### config.mk
export PLATFORM = sky130hd
export DESIGN_NAME = fb_scanout
export DESIGN_NICKNAME = d
export VERILOG_FILES = /design/src/rtl/fb_scanout.sv
export SDC_FILE = /design/constraint.sdc
export NUM_CORES = 1
export LEC_CHECK = 0
export CORE_MARGIN = 5
export CORE_UTILIZATION = 55
export CTS_CLUSTER_SIZE = 40
export DETAILED_ROUTE_END_ITERATION = 7
export PLACE_DENSITY = 0.95
export SKIP_CTS_REPAIR_TIMING = 1
export SLEW_MARGIN = 20
export SYNTH_ARGS = -nofsm -noshare
export SYNTH_HDL_FRONTEND = slang
export SYNTH_SLANG_ARGS = --single-unit
### constraint.sdc
create_clock -name clk -period 3.6 [get_ports clk]
set_input_delay 0.72 -clock clk [delete_from_list [all_inputs] [get_ports clk]]
set_output_delay 0.72 -clock clk [all_outputs]
set_load 0.02 [all_outputs]
### src/rtl/fb_scanout.sv
// Framebuffer scan-out: fetches one 32-bit word per row from the RAM pixel port
// and serialises it LSB-first as a valid/ready pixel stream with frame framing.
module fb_scanout #(
   parameter logic [7:0] BASE_WORD  = 8'd192,
   parameter int         HEIGHT     = 32,
   parameter int         GAP_CYCLES = 16
) (
   input  logic        clk,
   input  logic        reset,
   input  logic        enable,
   output logic [9:0]  pixelAddress,
   input  logic [31:0] pixel_out,
   output logic        pix_valid,
   input  logic        pix_ready,
   output logic        pix_data,
   output logic [4:0]  pix_x,
   output logic [7:0]  pix_y,
   output logic        sof,
   output logic        eol,
   output logic        frame_done
);
   localparam int         GW   = (GAP_CYCLES < 2) ? 1 : $clog2(GAP_CYCLES + 1);
   localparam logic [7:0] LAST = 8'(HEIGHT - 1);

   typedef enum logic [1:0] {IDLE, FETCH, SHIFT, GAP} state_t;

   state_t         state, state_nx;
   logic [7:0]     row, row_nx;
   logic [4:0]     x, x_nx;
   logic [31:0]    shreg, shreg_nx;
   logic [GW-1:0]  gcnt, gcnt_nx;
   logic           done, done_nx;
   logic [7:0]     word;

   always_ff @(posedge clk or posedge reset) begin
      if (reset) begin
         state <= IDLE;
         row   <= '0;
         x     <= '0;
         shreg <= '0;
         gcnt  <= '0;
         done  <= 1'b0;
      end else begin
         state <= state_nx;
         row   <= row_nx;
         x     <= x_nx;
         shreg <= shreg_nx;
         gcnt  <= gcnt_nx;
         done  <= done_nx;
      end
   end

   always_comb begin
      state_nx = state;
      row_nx   = row;
      x_nx     = x;
      shreg_nx = shreg;
      gcnt_nx  = gcnt;
      done_nx  = 1'b0;
      case (state)
         IDLE: begin
            if (enable) begin
               row_nx   = '0;
               state_nx = FETCH;
            end
         end
         FETCH: begin
            shreg_nx = pixel_out;
            x_nx     = '0;
            state_nx = SHIFT;
         end
         SHIFT: begin
            if (pix_ready) begin
               if (x != 5'd31) begin
                  x_nx = x + 5'd1;
               end else if (row != LAST) begin
                  row_nx   = row + 8'd1;
                  state_nx = FETCH;
               end else begin
                  // row returns to 0 so IDLE/GAP present the row-0 address
                  row_nx   = '0;
                  done_nx  = 1'b1;
                  gcnt_nx  = '0;
                  state_nx = GAP;
               end
            end
         end
         GAP: begin
            if (gcnt == GW'(GAP_CYCLES)) begin
               row_nx   = '0;
               state_nx = enable ? FETCH : IDLE;
            end else begin
               gcnt_nx = gcnt + GW'(1);
            end
         end
         default: state_nx = IDLE;
      endcase
   end

   // Address is forced to zero while reset is held, not just after the edge
   assign word         = BASE_WORD + row;
   assign pixelAddress = reset ? 10'd0 : {word, 2'b00};
   assign pix_valid    = (state == SHIFT);
   assign pix_data     = pix_valid & shreg[x];
   assign pix_x        = pix_valid ? x : 5'd0;
   assign pix_y        = pix_valid ? row : 8'd0;
   assign sof          = pix_valid && (x == 5'd0) && (row == 8'd0);
   assign eol          = pix_valid && (x == 5'd31);
   assign frame_done   = done;
endmodule
==> flow_metrics.tcl, run 1 <==
set metrics [dict create \
    ys_seq_elements 53 \
    relSlewSlack_pct 43.8 \
    setup_viol 0 \
    vias 2230 \
    antenna_found_initial 0 \
    clk_pin_slew_ns 0.09 \
    hold_end "shreg[12]$_DFFE_PP0N_" \
    drtIter0Drc 127 \
    async_flop_share_pct 100 \
    tns_ns 0 \
    wl_per_cell_um 16.6 \
    worstSetupEndpointType "output port" \
    fp.coreArea_sq_um 5170 \
    synth_area_sq_um 2980 \
    final-max-slew-violation-count 0 \
    nFillCells 366 \
    syn2layout_area_growth_pct 24.7 \
    rsz0062_at_grt "false" \
    multi_input_area_sq_um 1490 \
    finalCritPeriodShare_pct 91.4 \
    pin_count 64 \
    critical_path_required_ns 2.88 \
    worst_pin_slew_ns 0.839 \
    grt_use_total_pct 19.3 \
    root_buffer "clkbuf_8" \
    seq_area_sq_um 1330 \
    worstHoldPathType "reg2reg" \
    avgViaCountPerCell 5.65 \
    status "complete, no violations" \
    p_leak_nw 1.53 \
    initial_core_util_pct 57.6 \
    grt_pass1_wl_mm 11.1 \
    synth_edf_count 0 \
    critPathSlowestCell "mux4_1" \
    synth_warnings 0 \
    cts_buffers 5 \
    fin_area_sq_um 3720 \
    synth.avg_cell_area_sq_um 11.1 \
    crit_type "reg2out" \
    pwr_density_cell_nw_per_um2 735 \
    crit_path_start_kind "flip-flop" \
    synth_area_leaders "dfrtp_1 (45%), mux2_2 (14%), ha_1 (3.8%), mux4_1 (3.5%), nor2_1 (2.9%)" \
    grt_pass1_vias 2303 \
    maxCapViolCount 0 \
    route.detailed.drc 0 \
    reg2reg_from "x[0]$_DFFE_PP0P_" \
    fmaxAchievable_mhz 304 \
    critPathMaxStageDelay_ns 0.61 \
    whs_path_depth 1 \
    final-hold-violation-count 0 \
    ys_types 49 \
    finalCriticalPeriod_ns 3.29 \
    cp_top_family "multiplexers" \
    die_h_um 83.6 \
    worstPathMaxFanout 8 \
    htreeDepth 2 \
    port_buffers 61 \
    drtPass1Iterations 4 \
    synth_top_cell_by_area "dfrtp_1" \
    die_width_um 83.6 \
    synth_top_area_share_pct 44.5 \
    cp_cell_sequence "mux4_1 -> mux2_2 -> a21oi_2 -> a32oi_1 -> clkdlybuf4s50_1" \
    cts.sinks 53 \
    skew_ns 0.00712 \
    die_area_sq_um 6990 \
    startpoint "x[0]$_DFFE_PP0P_" \
    critPathBufInv 1 \
    cp.arrival_ns 2.57 \
    reg2reg_to "x[2]$_DFFE_PP0P_" \
    ant_nets 0 \
    grt_max_degree 54 \
    placed_area_sq_um 3600 \
    ir_drop_v 0.000449 \
    hp-start "shreg[12]$_DFFE_PP0N_" \
    seq_area_frac_synth_pct 44.5 \
    tritoncts "built" \
    row_count 26 \
    finalWeightedCongestion 0.853 \
    final_layout_size_suffix_gt1_share_pct 18.8 \
    clk_latency_ns 0.31 \
    ctsLongestPathBuffers 2 \
    dpl.hpwl_mm 4.93 \
    synthFlopType "dfrtp_1" \
    overflow 0 \
    ff2ff_setup_slack_ns 1.16 \
    final_nets 369 \
    routed_wl_mm 6.54 \
    num_antenna_cells 0 \
    worst_r2r_path_depth 8 \
    synthCells 269 \
]
## worst register-to-register path, stage by stage (launching register included)
cell	delay [ns]
dfrtp_1	0.52
buf_4	0.24
ha_1	0.23
and3_1	0.21
ha_1	0.22
nor2b_1	0.38
nand3_1	0.13
mux2_2	0.28
o21ai_0	0.16
## routing by layer
layer | track usage [%] | share of wire (%)
met1 | 22.7 | 39
met4 | 5.99 | 1.7
met5 | 0 | 0
met3 | 5.03 | 6.4
met2 | 34.4 | 53
## cell type report
type	count	share of cell area, %
well taps	70	2.36
flip-flops and latches	53	35.7
repair buffers	66	17.4
clock buffers	7	2.32
clock inverters	1	0.808
multi-input cells	186	40.2
inverters	12	1.21
## cell families after synthesis
family          share of synthesized area, %
simple gates                            14.0
fa+ha+maj                               3.78
mux                                     21.1
other cells                            0.126
flops                                   44.5
buf+inv                                 5.63
compound gates                          9.99
xor+xnor                               0.882
## power breakdown
group | total (mW) | internal [mW] | switching (mW) | leakage (nW)
Combinational | 1.26 | 0.661 | 0.599 | 0.818
Clock | 0.418 | 0.227 | 0.192 | 0.0585
Sequential | 1.05 | 0.848 | 0.202 | 0.651
Total | 2.73 | 1.74 | 0.993 | 1.53
## sequential cells by signal, summed over array words and instances, names as in the netlist
| name | flops |
|---|---|
| shreg | 32 |
| row | 8 |
| gcnt | 5 |
| x | 5 |
| state | 2 |
| frame_done | 1 |
## cell usage after synthesis (4+ instances only)
cell / n
nor2b_1: 6
o21ai_0: 8
clkbuf_1: 5
and3_1: 6
ha_1: 9
nand2_1: 12
and2_1: 8
nand3_1: 12
buf_4: 5
mux4_1: 4
a21oi_1: 4
inv_1: 11
a211oi_1: 4
dfrtp_1: 53
mux2_2: 36
nor2_1: 23
mux2i_1: 5
buf_2: 6
## per-stage QoR
step | hold WS [ns] | util [%] | setup WS [ns] | power [mW] | std cells
2_1_floorplan | 0.472 | - | 1.28 | 1.98 | 270
3_3_place_gp | 0.482 | 69.6 | 0.692 | 2.25 | 387
3_5_place_dp | 0.495 | 69.6 | 0.647 | 2.33 | 387
4_1_cts | 0.514 | 71.8 | 0.300 | 2.75 | 395
5_1_grt | 0.538 | 71.8 | 0.190 | 2.92 | 395
6_report | 0.511 | 71.8 | 0.309 | 2.73 | 395
## worst max-delay path by stage
| stage | end | slack [ns] | cells past startpoint |
|---|---|---|---|
| 4_1_cts | pix_data | 0.30 | 5 |
| 3_5_place_dp | pix_data | 0.65 | 5 |
| 6_report | pix_data | 0.31 | 5 |
| 3_3_place_gp | pix_data | 0.69 | 5 |
| 5_1_grt | pix_data | 0.19 | 6 |
| 2_1_floorplan | pix_data | 1.28 | 7 |
## layout by cell type, fill, tap and decap left out, types with 6 or more instances in the layout
cell,n
and2_1,8
and3_1,6
clkbuf_8,6
clkdlybuf4s50_1,61
dfrtp_1,53
ha_1,9
inv_1,10
mux2_2,36
nand2_1,12
nand3_1,12
nor2_1,23
o21ai_0,8
(Power assumes the default switching activity.)
==> run 2, diff against run 1 <==
- CTS_CLUSTER_DIAMETER: not set -> 80
- clock period: 3.6 -> 3.8 ns (I/O delays scaled with it)
==> flow_metrics.tcl, run 2 (synthesized netlist as in run 1, its figures left out) <==
set metrics [dict create \
    crit_path_start_kind "flip-flop" \
    cp.arrival_ns 2.75 \
    tritoncts "built" \
    grt_pass1_vias 2116 \
    clk_latency_ns 0.30 \
    cp_top_family "multiplexers" \
    antenna_found_initial 0 \
    initial_core_util_pct 57.6 \
    final-max-slew-violation-count 0 \
    finalCritPeriodShare_pct 92.4 \
    final_common_cell "clkdlybuf4s50_1" \
    relSlewSlack_pct 37.9 \
    p_leak_nw 1.49 \
    worstPathMaxFanout 15 \
    rsz0062_at_grt "false" \
    tns_ns 0 \
    final_layout_size_suffix_gt1_share_pct 18.1 \
    grt_pass1_wl_mm 10.2 \
    port_buffers 61 \
    wl_per_cell_um 16.0 \
    ctsLongestPathBuffers 2 \
    row_count 26 \
    drtIter0Drc 153 \
    die_width_um 83.6 \
    routed_wl_mm 6.24 \
    pwr_density_cell_nw_per_um2 674 \
    die_h_um 83.6 \
    syn2layout_area_growth_pct 22.7 \
    final_nets 365 \
    finalWeightedCongestion 0.866 \
    die_area_sq_um 6990 \
    ir_drop_v 0.000392 \
    drtPass1Iterations 4 \
    htreeDepth 2 \
    fmaxAchievable_mhz 285 \
    dpl.hpwl_mm 4.74 \
    grt_max_degree 54 \
    crit_type "reg2out" \
    avgViaCountPerCell 5.57 \
    pin_count 64 \
    num_antenna_cells 0 \
    worstHoldPathType "reg2reg" \
    top_register "shreg" \
    overflow 0 \
    status "complete, no violations" \
    finalWorstSetupSlack_ns 0.288 \
    skew_ns 0.00612 \
    grt_use_total_pct 17.9 \
    maxCapViolCount 0 \
    cp_cell_sequence "mux4_1 -> mux2_2 -> a21oi_2 -> a32oi_1 -> clkdlybuf4s50_1" \
    route.detailed.drc 0 \
    fp.coreArea_sq_um 5170 \
    largest_reg_flops 32 \
    worstSetupEndpointType "output port" \
    vias 2177 \
    critical_path_required_ns 3.04 \
    cts.sinks 53 \
    root_buffer "clkbuf_8" \
    ant_nets 0 \
    cts_buffers 5 \
    final_cell_mix "clkdlybuf4s50_1 (61), dfrtp_1 (53), mux2_2 (36), nor2_1 (23)" \
    final-hold-violation-count 0 \
    critPathMaxStageDelay_ns 0.77 \
    critPathBufInv 1 \
    critPathSlowestCell "dfrtp_1" \
    setup_viol 0 \
    clk_pin_slew_ns 0.10 \
    dp_slack_ns 0.616 \
    worst_pin_slew_ns 0.928 \
    largestRegisters "shreg: 32 flops, row: 8 flops" \
    finalCriticalPeriod_ns 3.51 \
]
-- run 2: cell count changes in the layout (fill, tap and decap cells not counted) --
cell        previous run  this run
clkbuf_1               1         0
clkbuf_8               6         5
clkinv_2               0         3
clkinvlp_4             0         1
buf_4                  5         1
inv_2                  2         1
bufinv_16              1         0
-- run 2: where the power goes --
part           internal (mW)  switching, mW  total [mW]
sequential             0.803          0.239        1.04
combinational          0.606          0.509        1.11
clock                  0.128          0.183       0.310
-- run 2: layout make-up --
cell class | count | area [sq um]
clock buffer | 5 | 68.8
clock inverter | 3 | 17.5
fill | 363 | 1520
inverter | 12 | 46.3
multi-input combinational | 186 | 1490
sequential | 53 | 1330
tap | 70 | 87.6
timing repair buffer | 62 | 618
-- run 2: metal layers --
| metal | global-route usage (%) | part of all wire [%] | vias up |
|---|---|---|---|
| met5 | 0 | 0 | - |
| met4 | 5.12 | 0.95 | 0 |
| met3 | 4.34 | 6.8 | 5 |
| met2 | 30.2 | 50 | 68 |
| met1 | 22.8 | 42 | 1051 |
| li1 | - | - | 1053 |
-- run 2: worst paths after layout --
path                                  startpoint  slack, ns  cells past startpoint                    end
min in group asynchronous                  reset       1.15                      2     row[0]$_DFFE_PP0P_
hold reg to reg            shreg[13]$_DFFE_PP0N_       0.52                      1  shreg[13]$_DFFE_PP0N_
setup / recovery                x[0]$_DFFE_PP0P_       0.29                      5               pix_data
hold / removal             shreg[13]$_DFFE_PP0N_       0.52                      1  shreg[13]$_DFFE_PP0N_
max in group asynchronous                  reset       2.11                      2   shreg[5]$_DFFE_PP0N_
setup reg to reg                x[0]$_DFFE_PP0P_       1.41                      7     row[3]$_DFFE_PP0P_
-- run 2: metrics by stage --
step	util, %	std cells	power [mW]	hold WS [ns]	area [sq um]
3_5_place_dp	69.0	383	2.18	0.494	3570
6_report	70.7	391	2.47	0.515	3660
2_1_floorplan	-	270	1.87	0.472	2980
3_3_place_gp	69.0	383	2.11	0.482	3570
4_1_cts	70.7	391	2.48	0.518	3660
5_1_grt	70.7	391	2.64	0.528	3660
==> run 3, diff against run 2 <==
- GPL_TIMING_DRIVEN: not set -> 0
==> flow_metrics.tcl, run 3 (synthesized netlist as in run 1, its figures left out) <==
set metrics [dict create \
    die_area_sq_um 6990 \
    ctsLongestPathBuffers 2 \
    grt_pass1_vias 2341 \
    initial_core_util_pct 57.6 \
    drtPass1Iterations 4 \
    worst_pin_slew_ns 0.813 \
    grt_max_degree 34 \
    final_common_cell "clkdlybuf4s50_1" \
    worstSetupEndpointType "output port" \
    avgViaCountPerCell 5.73 \
    final_util_pct 73.6 \
    final_nets 383 \
    overflow 0 \
    die_h_um 83.6 \
    syn2layout_area_growth_pct 27.8 \
    worstPathMaxFanout 5 \
    finalCritPeriodShare_pct 85.9 \
    grt_busiest_layer "met2" \
    clk_latency_ns 0.31 \
    final_layout_size_suffix_gt1_share_pct 20.6 \
    vias 2342 \
    die_width_um 83.6 \
    crit_path_start_kind "flip-flop" \
    relSlewSlack_pct 45.5 \
    top_register "shreg" \
    critical_path_required_ns 3.04 \
    setup_viol 0 \
    use_met3_pct 5.13 \
    routed_wl_mm 6.68 \
    ant_nets 0 \
    antenna_found_initial 0 \
    row_count 26 \
    finalCriticalPeriod_ns 3.26 \
    largestRegisters "shreg: 32 flops, row: 8 flops" \
    p_leak_nw 1.59 \
    htreeDepth 2 \
    final-hold-violation-count 0 \
    route.detailed.drc 0 \
    grt_use_total_pct 19.6 \
    cts_buffers 5 \
    status "complete, no violations" \
    maxCapViolCount 0 \
    tritoncts "built" \
    grt_use_met2_pct 35.8 \
    rsz0062_at_grt "false" \
    cts.sinks 53 \
    fp.coreArea_sq_um 5170 \
    clk_pin_slew_ns 0.09 \
    tns_ns 0 \
    grt_pass1_wl_mm 11.3 \
    skew_ns 0.00785 \
    wl_per_cell_um 16.3 \
    pwr_density_cell_nw_per_um2 693 \
    worstHoldPathType "reg2reg" \
    finalWeightedCongestion 0.899 \
    ff2ff_setup_slack_ns 1.73 \
    ir_drop_v 0.000437 \
    fmaxAchievable_mhz 306 \
    nFillCells 361 \
    port_buffers 60 \
    num_antenna_cells 0 \
    grt_util_met1_pct 22.7 \
    dpl.hpwl_mm 5.22 \
    final_cell_mix "clkdlybuf4s50_1 (60), dfrtp_1 (53), mux2_2 (36), nor2_1 (23)" \
    largest_reg_flops 32 \
    cp.arrival_ns 2.50 \
    drtIter0Drc 118 \
    final-max-slew-violation-count 0 \
    crit_type "reg2out" \
    root_buffer "clkbuf_8" \
    pin_count 64 \
]
## run 3: cell count changes in the layout (fill, tap and decap cells not counted), sizes merged
cell	previous run	this run
inv	11	12
buf	1	14
bufinv	0	1
clkinvlp	1	0
clkbuf	5	13
clkdlybuf4s50	61	60
clkinv	3	0
## run 3: final cells by class
class	instances	area, sq um	share of cell area [%]
plain buffers	19	123	3.22
multi-input cells	186	1490	39.1
clock buffers	7	86.3	2.27
well taps	70	87.6	2.30
clock inverters	1	30.0	0.788
repair buffers	61	621	16.3
inverters	12	45.0	1.18
flip-flops and latches	53	1330	34.8
## run 3: power breakdown
group	total (mW)	internal (mW)	switching [mW]
registers	0.963	0.804	0.159
clock network	0.392	0.215	0.178
logic	1.28	0.660	0.625
## run 3: worst max-delay path: stages (launching register included)
cell             delay (ns)
dfrtp_1                0.41
buf_6                  0.15
mux4_1                 0.57
mux2_2                 0.29
a21oi_2                0.14
a32oi_1                0.07
clkdlybuf4s50_1        0.57
## run 3: routing by layer
metal	share of wire [%]	up-vias	wire length, um
met3	8.8	12	586
met1	38	1135	2540
met2	51	108	3440
met5	0	-	0
li1	-	1087	-
met4	1.7	0	116
## run 3: metrics by stage
stage	std cells	hold slack (ns)	worst slack [ns]	power, mW	instance area (sq um)
floorplan	270	0.472	1.44	1.87	2980
global placement	400	0.482	0.931	2.18	3670
detailed placement	401	0.490	0.895	2.25	3690
CTS	409	0.510	0.533	2.65	3810
global route	409	0.530	0.467	2.82	3810
finish	409	0.509	0.536	2.64	3810
## run 3: final timing paths
path	start	to	cells past startpoint
worst min-delay path	shreg[26]$_DFFE_PP0N_	shreg[26]$_DFFE_PP0N_	1
min in group asynchronous	reset	row[1]$_DFFE_PP0P_	2
worst max register to register	x[0]$_DFFE_PP0P_	row[3]$_DFFE_PP0P_	7
worst max-delay path	x[0]$_DFFE_PP0P_	pix_data	6
max in group asynchronous	reset	shreg[12]$_DFFE_PP0N_	3
worst min register to register	shreg[26]$_DFFE_PP0N_	shreg[26]$_DFFE_PP0N_	1
